===== src/rtl/spi_ram_slave.sv =====
// SPI-slave memory access port: decodes 2-bit command frames and reads/writes an on-chip RAM.
// SPI lines are sampled on clk, one bit per rising edge while SS_n is low.
module spi_ram_slave #(
    parameter int unsigned DATA_WIDTH = 8,
    parameter int unsigned ADDR_SIZE  = 8,
    parameter int unsigned MEM_DEPTH  = 256,
    parameter int unsigned AUTO_INC   = 1
) (
    input  logic clk,
    input  logic rst_n,
    input  logic MOSI,
    input  logic SS_n,
    output logic MISO,
    output logic frame_done,
    output logic frame_abort
);
    localparam int unsigned SH_W  = (DATA_WIDTH > ADDR_SIZE) ? DATA_WIDTH : ADDR_SIZE;
    localparam int unsigned CNT_W = $clog2(SH_W + 1);
    localparam int unsigned IDX_W = (MEM_DEPTH > 1) ? $clog2(MEM_DEPTH) : 1;
    localparam int unsigned PW    = ADDR_SIZE + 1;

    typedef enum logic [2:0] {
        S_IDLE,
        S_CMD,
        S_RX,
        S_RD_WAIT,
        S_TX,
        S_WAIT_END
    } state_t;

    state_t                 r_state;
    logic [1:0]             r_cmd;
    logic [CNT_W-1:0]       r_cnt;
    logic [SH_W-1:0]        r_shift;
    logic [ADDR_SIZE-1:0]   r_wr_ptr;
    logic [ADDR_SIZE-1:0]   r_rd_ptr;
    logic                   r_miso;
    logic                   r_done;
    logic                   r_abort;
    logic [DATA_WIDTH-1:0]  r_mem [MEM_DEPTH];

    logic [SH_W-1:0]        w_rx_word;
    logic                   w_last_rx;
    logic                   w_mem_we;

    function automatic logic in_range(input logic [ADDR_SIZE-1:0] p);
        return {1'b0, p} < PW'(MEM_DEPTH);
    endfunction

    // In-range pointers wrap at MEM_DEPTH-1; out-of-range ones wrap naturally at 2**ADDR_SIZE.
    function automatic logic [ADDR_SIZE-1:0] ptr_next(input logic [ADDR_SIZE-1:0] p);
        if ({1'b0, p} == PW'(MEM_DEPTH - 1)) begin
            return '0;
        end
        return p + ADDR_SIZE'(1);
    endfunction

    assign w_rx_word = {r_shift[SH_W-2:0], MOSI};
    assign w_last_rx = (r_state == S_RX) && !SS_n && (r_cnt == CNT_W'(1));
    assign w_mem_we  = w_last_rx && (r_cmd == 2'b01) && in_range(r_wr_ptr);

    assign MISO        = r_miso;
    assign frame_done  = r_done;
    assign frame_abort = r_abort;

    // Storage is deliberately left out of reset so contents survive rst_n.
    always_ff @(posedge clk) begin
        if (w_mem_we) begin
            r_mem[IDX_W'(r_wr_ptr)] <= w_rx_word[DATA_WIDTH-1:0];
        end
    end

    always_ff @(posedge clk or negedge rst_n) begin
        if (!rst_n) begin
            r_state  <= S_IDLE;
            r_cmd    <= '0;
            r_cnt    <= '0;
            r_shift  <= '0;
            r_wr_ptr <= '0;
            r_rd_ptr <= '0;
            r_miso   <= 1'b0;
            r_done   <= 1'b0;
            r_abort  <= 1'b0;
        end else begin
            r_done  <= 1'b0;
            r_abort <= 1'b0;
            case (r_state)
                S_IDLE: begin
                    r_miso <= 1'b0;
                    if (!SS_n) begin
                        r_state <= S_CMD;
                        r_cnt   <= CNT_W'(2);
                    end
                end
                S_WAIT_END: begin
                    r_miso <= 1'b0;
                    if (SS_n) begin
                        r_state <= S_IDLE;
                    end
                end
                default: begin
                    if (SS_n) begin
                        // Early deselect: discard the partial frame, touch nothing.
                        r_state <= S_IDLE;
                        r_abort <= 1'b1;
                        r_miso  <= 1'b0;
                        r_cnt   <= '0;
                    end else begin
                        case (r_state)
                            S_CMD: begin
                                r_cmd <= {r_cmd[0], MOSI};
                                r_cnt <= r_cnt - CNT_W'(1);
                                if (r_cnt == CNT_W'(1)) begin
                                    if ({r_cmd[0], MOSI} == 2'b11) begin
                                        r_state <= S_RD_WAIT;
                                    end else begin
                                        r_state <= S_RX;
                                        r_cnt   <= ({r_cmd[0], MOSI} == 2'b01) ? CNT_W'(DATA_WIDTH)
                                                                               : CNT_W'(ADDR_SIZE);
                                    end
                                end
                            end
                            S_RX: begin
                                r_shift <= w_rx_word;
                                r_cnt   <= r_cnt - CNT_W'(1);
                                if (r_cnt == CNT_W'(1)) begin
                                    case (r_cmd)
                                        2'b00:   r_wr_ptr <= w_rx_word[ADDR_SIZE-1:0];
                                        2'b01:   if (AUTO_INC != 0) r_wr_ptr <= ptr_next(r_wr_ptr);
                                        default: r_rd_ptr <= w_rx_word[ADDR_SIZE-1:0];
                                    endcase
                                    r_done  <= 1'b1;
                                    r_state <= S_WAIT_END;
                                end
                            end
                            S_RD_WAIT: begin
                                r_shift <= in_range(r_rd_ptr) ? SH_W'(r_mem[IDX_W'(r_rd_ptr)]) : '0;
                                r_cnt   <= CNT_W'(DATA_WIDTH);
                                r_state <= S_TX;
                            end
                            S_TX: begin
                                r_miso  <= r_shift[DATA_WIDTH-1];
                                r_shift <= r_shift << 1;
                                r_cnt   <= r_cnt - CNT_W'(1);
                                if (r_cnt == CNT_W'(1)) begin
                                    if (AUTO_INC != 0) begin
                                        r_rd_ptr <= ptr_next(r_rd_ptr);
                                    end
                                    r_done  <= 1'b1;
                                    r_state <= S_WAIT_END;
                                end
                            end
                            default: r_state <= S_IDLE;
                        endcase
                    end
                end
            endcase
        end
    end

endmodule


===== config.mk =====
export PLATFORM = sky130hd
export DESIGN_NAME = spi_ram_slave
export DESIGN_NICKNAME = d
export VERILOG_FILES = /design/src/rtl/spi_ram_slave.sv
export SDC_FILE = /design/constraint.sdc
export NUM_CORES = 2
export LEC_CHECK = 0
export CAP_MARGIN = 20
export CORE_UTILIZATION = 63
export DETAILED_ROUTE_END_ITERATION = 16
export PLACE_DENSITY_LB_ADDON = 0.15
export RECOVER_POWER = 25
export REMOVE_ABC_BUFFERS = 1
export SYNTH_ARGS = -nofsm -noshare
export SYNTH_HDL_FRONTEND = slang
export SYNTH_SLANG_ARGS = --single-unit
export TNS_END_PERCENT = 50

===== constraint.sdc =====
create_clock -name clk -period 5.8 [get_ports clk]
set_input_delay 1.16 -clock clk [delete_from_list [all_inputs] [get_ports clk]]
set_output_delay 1.16 -clock clk [all_outputs]
set_load 0.05 [all_outputs]

==> flow_summary.toml <==
[timing]
relSlewSlack_pct = -141
rsz0062_at_grt = "no"
fin_crit_sh_pct = 85.5
setup_viol = 0
fin_skew_ps = 26.3
hold_viol = 0
timing.final.ws_setup_ps = 842
worstMarginPinSlew_ps = 3610
fmax_ghz = 0.202
maxSlewViolCount = 797
fin_hold_ws_ps = 536
fin_crit_ps = 4960

[final_layout]
nNetsFinal = 4254
layout-drive-gt1-share_pct = 22.1
utilization_pct = 70.9
area_delta_synth_final_pct = 11.2
final_cells = 6133
fillers = 7650
multi_input_area_sq_um = 18000
register_area_sq_um = 62400

[grt]
met3_usage_pct = 7.59
grt_pass1_vias = 42000
busiest_layer = "met2"
met1_usage_pct = 47.6
grt_util_met2_pct = 49.0
grt_antenna_before_repair = 3
overflow = 0
grt_usage_pct = 32.7
grt_first_pass_wirelength_mm = 304
grt_max_degree = 154

[worst_setup_path]
path_delay_family = "buffers and inverters"
critPathKind = "input port to flop"
critical_path_arrival_ps = 5280
cpMostUsedCell = "clkbuf_1"
cp_max_fo = 59
rrSetupSlack_ps = 1320
crit_slowest_cell = "clkbuf_1"
ff2ff_path_depth = 1
cp-end-kind = "flop"
worstSetupPathDepth = 2
cp.required_ps = 6130
cpPeakStageDelay_ps = 2440
crit_chain = "clkbuf_1, clkbuf_1"
critPathLaunchType = "input port"
crit_buf_inv = 2

[drt]
via_count = 43000
antenna_left = 0
via_per_inst = 7.01
wl_per_cell_um = 34.4
wl_mm = 211
firstDrtPassIters = 6
route.detailed.drc = 0
drt_iter0_markers = 6248

[floorplanning]
fp.dieW_um = 362
die_h_um = 362
num_rows = 131
start_util_pct = 63.8
core-area_sq_um = 128000
design.portCount = 7
die_area_sq_um = 131000

[clock_tree]
cts_hold_buf = 0
cts_max_level = 4
cts_sinks = 2084
cts_resized = 0
post_cts_buffers = 0
cts_tree = "done"
clk_path_buf_depth = 3
clk_latency_ps = 830
cts_made_buffers = 198
clkTransAtPathRegs_ps = 70
clockRootBuffer = "clkbuf_16"

[logic_synthesis]
synthesis.area_sq_um = 81800
synthArstFlopShare_pct = 1.73
ys_seq_elements = 2084
ys.warnings.count = 0
synth_top_area_share_pct = 75.2
synth_ff_type = "edfxtp_1"
synthCells = 4070
synthTopCellsByCount = "2048 x edfxtp_1, 414 x mux4_2, 302 x nor2_1, 232 x mux2i_1, 126 x clkbuf_1"
synth_area_leaders = "edfxtp_1 75%, mux4_2 11%, mux2i_1 2.8%"
synthDistinctLibCells = 79
synth_top_area_cell = "edfxtp_1"
ys_seq_area_share_pct = 76.3
synth_edf_count = 2048
yosysMostFrequentCell = "edfxtp_1"
synth_area_per_cell_sq_um = 20.1

[power_and_ir_drop]
vdd_drop_max_mv = 0.464
p_leak_nw = 28.5
power_w = 0.0358
power_density_nw_per_um2 = 393

[hold_path]
whs_path_depth = 2
hp-class = "flop to flop"

[placed_design]
gp_congestion = 0.890
dp_worst_setup_slack_ps = 1280
numPortBuffers = 6
place_inst = 5772
dp_hpwl_mm = 124

[run_status]
status = "finished, violations left"
failed_checks = "capacitance limit, slew limit"

[flow_run]
cap_violations = 15
==> tightest hold or removal path: cells and delay by family, from the launching register on <==
family	cells	cell delay (ps)
compound gates	1	60
flops	1	350
simple gates	1	80
==> state kept, by name, indices dropped and copies added, names as in the netlist <==
signal,flops
r_cmd,2
r_rd_ptr,8
r_cnt,4
r_state,3
frame_done,1
r_wr_ptr,8
r_shift,8
r_mem,2048
frame_abort,1
MISO,1
==> cell families (layout without fill, tap and decap cells) <==
group / Yosys count / count (layout) / share of synthesized area [%]
other cells: 0 / 2 / 0
flops: 2084 / 2084 / 76.3
fa+ha+maj: 8 / 8 / 0.119
simple gates: 527 / 527 / 2.78
compound gates: 499 / 499 / 4.31
mux: 676 / 676 / 14.6
xor+xnor: 3 / 3 / 0.0321
buf+inv: 273 / 605 / 1.83
==> cell usage in the layout (no fill, tap or decap), drive strengths merged, types with 36 or more instances in the layout <==
cell type / count
dfrtp: 36
a21oi: 90
mux4: 414
edfxtp: 2048
mux2i: 232
a221oi: 56
buf: 217
a22oi: 53
clkbuf: 242
nand2: 107
clkinv: 95
nor2: 302
o21ai: 86
o221ai: 61
==> power breakdown <==
part | switching (W) | internal (W) | total (W)
clock network | 0.00551 | 0.00726 | 0.0128
registers | 0.000301 | 0.0172 | 0.0175
logic | 0.00345 | 0.00207 | 0.00551
total | 0.00927 | 0.0265 | 0.0358
==> layer usage <==
metal	share of wire, %	wire length [um]
met1	38	79500
met5	0.031	66
met4	4.4	9260
met2	46	97900
met3	12	24400
==> worst paths after layout <==
| kind | end | start |
|---|---|---|
| worst max-delay path | r_mem[181][0] | MOSI |
| max in group asynchronous | r_rd_ptr[0] | rst_n |
| min in group asynchronous | frame_abort | rst_n |
| worst min-delay path | MISO | MISO |
| worst min register to register | MISO | MISO |
| worst max register to register | r_mem[2][3] | r_shift[2] |
==> area by class of cell <==
class / instances / area share (%)
Sequential cell: 2084 / 68.6
Multi-Input combinational cell: 1713 / 19.8
Clock buffer: 230 / 5.70
Tap cell: 1729 / 2.38
Timing Repair Buffer: 233 / 2.13
Clock inverter: 129 / 1.31
Inverter: 13 / 0.0564
Antenna cell: 2 / 0.00550
==> metrics by stage <==
stage	cell area (sq um)	setup TNS (ps)
2_1_floorplan	80400	-239000
3_5_place_dp	84600	0
6_report	90900	0
4_1_cts	91000	0
3_3_place_gp	84600	0
5_1_grt	90900	0
Power figures use the tool's default switching activity.
